**src/rtl/ram_bist_pkg.sv**
```systemverilog
// Shared types and constants for the RAM BIST controller.
// The state enum always lists the address-pattern states so encodings stay stable across builds.
package ram_bist_pkg;

    typedef enum logic [2:0] {
        IDLE   = 3'd0,
        WR_BG  = 3'd1,
        RD_BG  = 3'd2,
        WR_INV = 3'd3,
        RD_INV = 3'd4,
        WR_ADR = 3'd5,
        RD_ADR = 3'd6,
        DONE   = 3'd7
    } state_t;

    localparam logic [3:0] PAT_DEFAULT = 4'hA;

endpackage

```
**src/rtl/ram_bist_if.sv**
```systemverilog
// Test-controller and RAM port bundle of the BIST controller.
// master = the BIST controller; slave = test controller plus RAM.
interface ram_bist_if #(
    parameter int ADDR_W = 8,
    parameter int DATA_W = 4
);
    logic              start;
    logic              busy;
    logic              done;
    logic              pass;
    logic [ADDR_W-1:0] fail_addr;
    logic              write_en;
    logic [ADDR_W-1:0] write_addr;
    logic [DATA_W-1:0] write_data;
    logic              read_en;
    logic [ADDR_W-1:0] read_addr;
    logic [DATA_W-1:0] read_data;

    modport master (
        input  start, read_data,
        output busy, done, pass, fail_addr,
        output write_en, write_addr, write_data, read_en, read_addr
    );

    modport slave (
        output start, read_data,
        input  busy, done, pass, fail_addr,
        input  write_en, write_addr, write_data, read_en, read_addr
    );
endinterface

```
**src/rtl/ram_bist_addr_gen.sv**
```systemverilog
// Address counter shared by every BIST phase: clear to zero, count up, flag DEPTH-1.
module ram_bist_addr_gen #(
    parameter int ADDR_W = 8,
    parameter int DEPTH  = 8
) (
    input  logic              clk,
    input  logic              rst_n,
    input  logic              clr,
    input  logic              inc,
    output logic [ADDR_W-1:0] addr,
    output logic              last
);

    always_ff @(posedge clk or negedge rst_n) begin
        if (!rst_n)
            addr <= '0;
        else if (clr)
            addr <= '0;
        else if (inc)
            addr <= addr + ADDR_W'(1);
    end

    assign last = (addr == ADDR_W'(DEPTH - 1));

endmodule

```
**src/rtl/ram_bist_ctrl.sv**
```systemverilog
// March-style RAM BIST: write PAT, read-compare, write ~PAT, read-compare, report first failing address.
// Optional RAM_BIST_ADDR_PAT_EN adds an address-as-data write/read pass to catch address aliasing.
module ram_bist_ctrl
    import ram_bist_pkg::*;
#(
    parameter int                ADDR_W = 8,
    parameter int                DATA_W = 4,
    parameter int                DEPTH  = 8,
    parameter logic [DATA_W-1:0] PAT    = DATA_W'(PAT_DEFAULT)
) (
    input logic      clk,
    input logic      rst_n,
    ram_bist_if.master bus
);

    state_t            state, state_next;
    logic              drain, drain_next;
    logic              clr, inc, last;
    logic [ADDR_W-1:0] addr;
    logic              is_write;
    logic              wr_en, rd_en;
    logic [DATA_W-1:0] wr_data, exp_data;
    logic              mismatch;
    logic              vld_p0;
    logic [ADDR_W-1:0] addr_p0;
    logic              pass;
    logic [ADDR_W-1:0] fail_addr;

`ifdef RAM_BIST_ADDR_PAT_EN
    function automatic logic [DATA_W-1:0] addr_pat(input logic [ADDR_W-1:0] a);
        logic [DATA_W-1:0] r;
        r = '0;
        for (int i = 0; i < DATA_W && i < ADDR_W; i++)
            r[i] = a[i];
        return r;
    endfunction
`endif

    function automatic state_t next_phase(input state_t s);
        case (s)
            WR_BG:   return RD_BG;
            RD_BG:   return WR_INV;
            WR_INV:  return RD_INV;
`ifdef RAM_BIST_ADDR_PAT_EN
            RD_INV:  return WR_ADR;
            WR_ADR:  return RD_ADR;
`endif
            default: return DONE;
        endcase
    endfunction

    ram_bist_addr_gen #(.ADDR_W(ADDR_W), .DEPTH(DEPTH)) u_addr_gen (
        .clk   (clk),
        .rst_n (rst_n),
        .clr   (clr),
        .inc   (inc),
        .addr  (addr),
        .last  (last)
    );

    // Compare stage: read_data returns one cycle after the request tagged by vld_p0/addr_p0.
    always_comb begin
        exp_data = (state == RD_INV) ? ~PAT : PAT;
        wr_data  = (state == WR_INV) ? ~PAT : PAT;
        is_write = (state == WR_BG) || (state == WR_INV);
`ifdef RAM_BIST_ADDR_PAT_EN
        if (state == RD_ADR) exp_data = addr_pat(addr_p0);
        if (state == WR_ADR) wr_data = addr_pat(addr);
        is_write = is_write || (state == WR_ADR);
`endif
    end

    assign mismatch = vld_p0 && (bus.read_data != exp_data);

    always_comb begin
        state_next = state;
        drain_next = drain;
        clr        = 1'b0;
        inc        = 1'b0;
        wr_en      = 1'b0;
        rd_en      = 1'b0;
        if (state == IDLE) begin
            clr        = 1'b1;
            drain_next = 1'b0;
            if (bus.start) state_next = WR_BG;
        end else if (state == DONE) begin
            drain_next = 1'b0;
            state_next = IDLE;
        end else if (is_write) begin
            wr_en = 1'b1;
            inc   = 1'b1;
            if (last) begin
                clr        = 1'b1;
                state_next = next_phase(state);
            end
        end else if (mismatch) begin
            // Abort without issuing another access.
            state_next = DONE;
        end else if (drain) begin
            drain_next = 1'b0;
            clr        = 1'b1;
            state_next = next_phase(state);
        end else begin
            rd_en = 1'b1;
            if (last) drain_next = 1'b1;
            else      inc = 1'b1;
        end
    end

    always_ff @(posedge clk or negedge rst_n) begin
        if (!rst_n) begin
            state     <= IDLE;
            drain     <= 1'b0;
            vld_p0    <= 1'b0;
            pass      <= 1'b0;
            fail_addr <= '0;
        end else begin
            state  <= state_next;
            drain  <= drain_next;
            vld_p0 <= rd_en;
            if (state == IDLE && bus.start) begin
                pass      <= 1'b0;
                fail_addr <= '0;
            end else if (state != DONE && state_next == DONE) begin
                pass      <= !mismatch;
                fail_addr <= mismatch ? addr_p0 : '0;
            end
        end
    end

    always_ff @(posedge clk) begin
        addr_p0 <= rd_en ? addr : '0;
    end

    assign bus.busy       = (state != IDLE) && (state != DONE);
    assign bus.done       = (state == DONE);
    assign bus.pass       = pass;
    assign bus.fail_addr  = fail_addr;
    assign bus.write_en   = wr_en;
    assign bus.write_addr = wr_en ? addr : '0;
    assign bus.write_data = wr_en ? wr_data : '0;
    assign bus.read_en    = rd_en;
    assign bus.read_addr  = rd_en ? addr : '0;

endmodule
```
**src/flat_wrapper.sv**
```systemverilog
// flat-port wrapper written by rule: the top's interface ports become plain ports
module ram_bist_ctrl_flat import ram_bist_pkg::*;
#(
    parameter int                ADDR_W = 8,
    parameter int                DATA_W = 4,
    parameter int                DEPTH  = 8,
    parameter logic [DATA_W-1:0] PAT    = DATA_W'(PAT_DEFAULT)
)
  (clk, rst_n, bus_start, bus_read_data, bus_busy, bus_done, bus_pass, bus_fail_addr, bus_write_en, bus_write_addr, bus_write_data, bus_read_en, bus_read_addr);
  ram_bist_if #(.ADDR_W(ADDR_W), .DATA_W(DATA_W)) bus_i ();
  input logic clk;
  input logic rst_n;
  input wire logic [$bits(bus_i.start)-1:0] bus_start;
  input wire logic [$bits(bus_i.read_data)-1:0] bus_read_data;
  output wire logic [$bits(bus_i.busy)-1:0] bus_busy;
  output wire logic [$bits(bus_i.done)-1:0] bus_done;
  output wire logic [$bits(bus_i.pass)-1:0] bus_pass;
  output wire logic [$bits(bus_i.fail_addr)-1:0] bus_fail_addr;
  output wire logic [$bits(bus_i.write_en)-1:0] bus_write_en;
  output wire logic [$bits(bus_i.write_addr)-1:0] bus_write_addr;
  output wire logic [$bits(bus_i.write_data)-1:0] bus_write_data;
  output wire logic [$bits(bus_i.read_en)-1:0] bus_read_en;
  output wire logic [$bits(bus_i.read_addr)-1:0] bus_read_addr;
  assign bus_i.start = bus_start;
  assign bus_i.read_data = bus_read_data;
  assign bus_busy = bus_i.busy;
  assign bus_done = bus_i.done;
  assign bus_pass = bus_i.pass;
  assign bus_fail_addr = bus_i.fail_addr;
  assign bus_write_en = bus_i.write_en;
  assign bus_write_addr = bus_i.write_addr;
  assign bus_write_data = bus_i.write_data;
  assign bus_read_en = bus_i.read_en;
  assign bus_read_addr = bus_i.read_addr;
  ram_bist_ctrl #(.ADDR_W(ADDR_W), .DATA_W(DATA_W), .DEPTH(DEPTH), .PAT(PAT)) u_core (.clk(clk), .rst_n(rst_n), .bus(bus_i));
endmodule
```
**config.mk**
```make
export PLATFORM = sky130hd
export DESIGN_NAME = ram_bist_ctrl_flat
export DESIGN_NICKNAME = d
export VERILOG_FILES = /design/src/rtl/ram_bist_pkg.sv /design/src/rtl/ram_bist_if.sv /design/src/rtl/ram_bist_addr_gen.sv /design/src/rtl/ram_bist_ctrl.sv /design/src/flat_wrapper.sv
export SDC_FILE = /design/constraint.sdc
export NUM_CORES = 1
export LEC_CHECK = 0
export CAP_MARGIN = 20
export CORE_MARGIN = 1
export CORE_UTILIZATION = 48
export DETAILED_ROUTE_END_ITERATION = 10
export PLACE_DENSITY = 0.87
export SKIP_CTS_REPAIR_TIMING = 1
export SLEW_MARGIN = 40
export SYNTH_ARGS = -nofsm -noshare
export SYNTH_HDL_FRONTEND = slang
export SYNTH_HIERARCHICAL = 1
export SYNTH_SLANG_ARGS = --single-unit
export TNS_END_PERCENT = 20
```
**constraint.sdc**
```tcl
create_clock -name clk -period 2.75 [get_ports clk]
set_clock_uncertainty 0.15 [all_clocks]
set_input_delay 0.275 -clock clk [delete_from_list [all_inputs] [get_ports clk]]
set_output_delay 0.275 -clock clk [all_outputs]
set_load 0.01 [all_outputs]
```
==> flow_summary_export.csv <==
group,metric,value,unit
status,status,"finished, violations left",
status,violations,"negative setup slack",
clock_tree,cts_buffers,5,
critical_path,crit_family,"buffers and inverters",
run,drv_cap,0,
critical_path,r2r_end,"u_core/u_addr_gen/addr[5]",
floorplanning,die-area,0.00339,sq mm
logic_synthesis,syn_area,0.00152,sq mm
route,avgRoutedWirePerCell,14.7,um
grt,antenna_found_initial,0,
logic_synthesis,synth.yosys.seq_area_share,46.8,%
layout,diodes,0,
timing,rsz0062_at_grt,"yes",
critical_path,regToRegSetupSlack,0.21,ns
logic_synthesis,synth_area_per_cell,10.2,sq um
route,wl,3670,um
timing,finalSetupViolations,2,
grt,grt_pass1_vias,1345,
clock_tree,cts_root_buffer,"clkbuf_4",
logic_synthesis,ys_ff_latch,30,
route,ant_nets,0,
floorplanning,rows,20,
logic_synthesis,synth_top_area_share,36.2,%
clock_tree,cts_tree,"yes",
timing,min_period,2.77,ns
clock_tree,cts_buffer_depth,2,
layout,drive_gt1_share,18.4,%
timing,slew_viol_final,0,
grt,grt_usage,22.4,%
logic_synthesis,yosysWarningCount,6,
grt,grt_max_degree,23,
layout,area.growth.synth_to_final,41.2,%
logic_synthesis,synth.top_cells.by_area,"dfrtp_1 (36%), dfxtp_1 (11%), and2_1 (6.6%)",
critical_path,worstSetupPathType,"flip-flop to output pin",
timing,finalHoldViolCount,0,
power_and_ir_drop,leakagePower,0.897,nW
logic_synthesis,synth_area_leader_cell,"dfrtp_1",
critical_path,path_depth,5,
route,vias,1404,
timing,timing.final.crit_share,101,%
critical_path,worstPathArrival,2.34,ns
critical_path,timing.critical_path.buf_inv,2,
clock_tree,clock_latency,0.32,ns
logic_synthesis,syn_inst,149,
critical_path,critPathSlowestCell,"clkdlybuf4s50_1",
power_and_ir_drop,vdd_ir_drop_max,698,uV
clock_tree,clkTransAtPathRegs,0.10,ns
logic_synthesis,synth_edf_count,0,
critical_path,rr_worst_depth,9,
timing,slew_headroom,67.4,%
grt,gr-total-overflow,0,
timing,timing.hold.ws,0.297,ns
power_and_ir_drop,power_density,858,mW/mm^2
critical_path,cp-start-kind,"flip-flop",
grt,grt_pass1_wl,5900,um
critical_path,crit_end,"bus_read_addr[1]",
critical_path,critPathRequiredTime,2.33,ns
route,first_pass_iters,4,
floorplanning,die_height,58.3,um
floorplanning,start_util,50.2,%
floorplanning,pin_count,40,
critical_path,worstPathMaxFanout,15,
place,gp_congestion,0.877,
floorplanning,die_w,58.3,um
timing,timing.setup.tns,-0.0293,ns
critical_path,crit_path_end_kind,"output pin",
critical_path,r2r-start,"u_core/u_addr_gen/addr[4]",
critical_path,critPathMaxStageDelay,0.56,ns
place,dpl.hpwl,2670,um
logic_synthesis,ys_types,49,
timing,fin_ws,-0.0187,ns
logic_synthesis,synth_ff_type,"dfrtp_1",
timing,tightestPinTransition,0.489,ns
route,vias_per_cell,5.62,
place,placement.io_buffers,39,
logic_synthesis,synth-async-reset-ratio,73.3,%
route,drc_errors,0,
route,drt_first_iter_violations,60,
timing,clock.fmax,361,MHz
power_and_ir_drop,total_power,1.84,mW
logic_synthesis,syn_nets,157,
critical_path,cp_cell_sequence,"buf_4, nand2b_2, a221oi_4, and2_1, clkdlybuf4s50_1",
min_path,hold_class,"input pin to async pin",
clock_tree,cts.sinks,30,
layout,finish.net_count,213,
floorplanning,core,0.00303,sq mm
clock_tree,htreeDepth,2,
critical_path,crit_start,"u_core/state[1]",
registers in the layout (all words and copies together), names as in the netlist:
register                cells
u_core/addr_p0              8
u_core/bus.fail_addr        8
u_core/bus.pass             1
u_core/drain                1
u_core/state                3
u_core/u_addr_gen/addr      8
u_core/vld_p0               1
cells by family (layout without fill, tap and decap cells):
group | count (synthesis) | after routing | synth area share (%)
AND/OR/NAND/NOR | 58 | 58 | 23.3
AO/OA/AOI/OAI | 40 | 41 | 20.9
flip-flops | 30 | 30 | 46.8
buffers and inverters | 14 | 70 | 4.53
XOR/XNOR | 4 | 4 | 2.31
multiplexers | 2 | 2 | 1.32
adder cells (fa/ha/maj) | 1 | 1 | 0.824
worst reg2reg max path, stage by stage, from the launching register on:
cell and delay (ns):
dfrtp_1 0.46, nor4_1 0.30, and4b_1 0.37, nor2_1 0.08, nor3b_1 0.19, buf_4 0.17
o211ai_2 0.10, buf_4 0.16, or3_1 0.34, a21oi_1 0.16
metal layers:
metal  vias to the layer above  wire length, um  GRT usage, %
met5                         -                0             0
met4                         0               23          7.82
met2                        46             1940          39.1
li1                        664                -             -
met1                       690             1540          26.5
met3                         4              160          6.03
through the flow:
stage                     cells  setup WS, ns  area [sq um]  util, %
after global placement      239       -0.0441          2040     67.3
final                       250       -0.0187          2140     70.8
after global routing        250        -0.129          2140     70.8
after detailed placement    239        -0.119          2030     67.1
after CTS                   247        -0.171          2100     69.3
after floorplan             149         0.400          1520        -
cells in the final DEF, fill, tap and decap left out, types with 4 or more instances in the layout:
master            n
a21oi_1           7
a22o_1            8
and2_1           16
buf_4            18
clkbuf_4          5
clkdlybuf4s50_1  37
dfrtp_1          22
dfxtp_1           8
inv_1             4
nand2_1           6
nor2_1           11
o21ai_0           8
how the worst min path moves through the flow:
stage                                      to  slack (ns)  cells after the start
finish                        u_core/state[1]        0.30                      2
global route          u_core/bus.fail_addr[6]        0.33                      1
CTS                   u_core/bus.fail_addr[0]       -0.23                      1
detailed placement  u_core/u_addr_gen/addr[6]        0.12                      1
global placement      u_core/bus.fail_addr[5]        0.28                      1
floorplan             u_core/bus.fail_addr[0]       -0.17                      0
where the power goes:
group          total, mW  internal [mW]  switching (mW)
Combinational      0.977          0.488           0.489
Clock              0.274          0.123           0.152
Sequential         0.589          0.506          0.0828
Total               1.84           1.12           0.723
cells in the mapped netlist, drive strengths merged, types with 3 or more instances:
library cell	count
nor2	11
o21ai	8
and2	16
nand2b	3
dfxtp	8
inv	4
buf	6
nor3	3
dfrtp	22
nand2	6
a21oi	7
xor2	3
a22o	8
clkbuf	4
nor3b	4
cell type report:
| class | instances | area, sq um |
|---|---|---|
| fill | 225 | 883 |
| inverter | 4 | 15.0 |
| clock buffer | 6 | 51.3 |
| clock inverter | 2 | 12.5 |
| sequential | 30 | 711 |
| tap | 44 | 55.1 |
| timing repair buffer | 58 | 533 |
| multi-input combinational | 106 | 767 |
No activity file was read; power rests on OpenSTA's default activity.
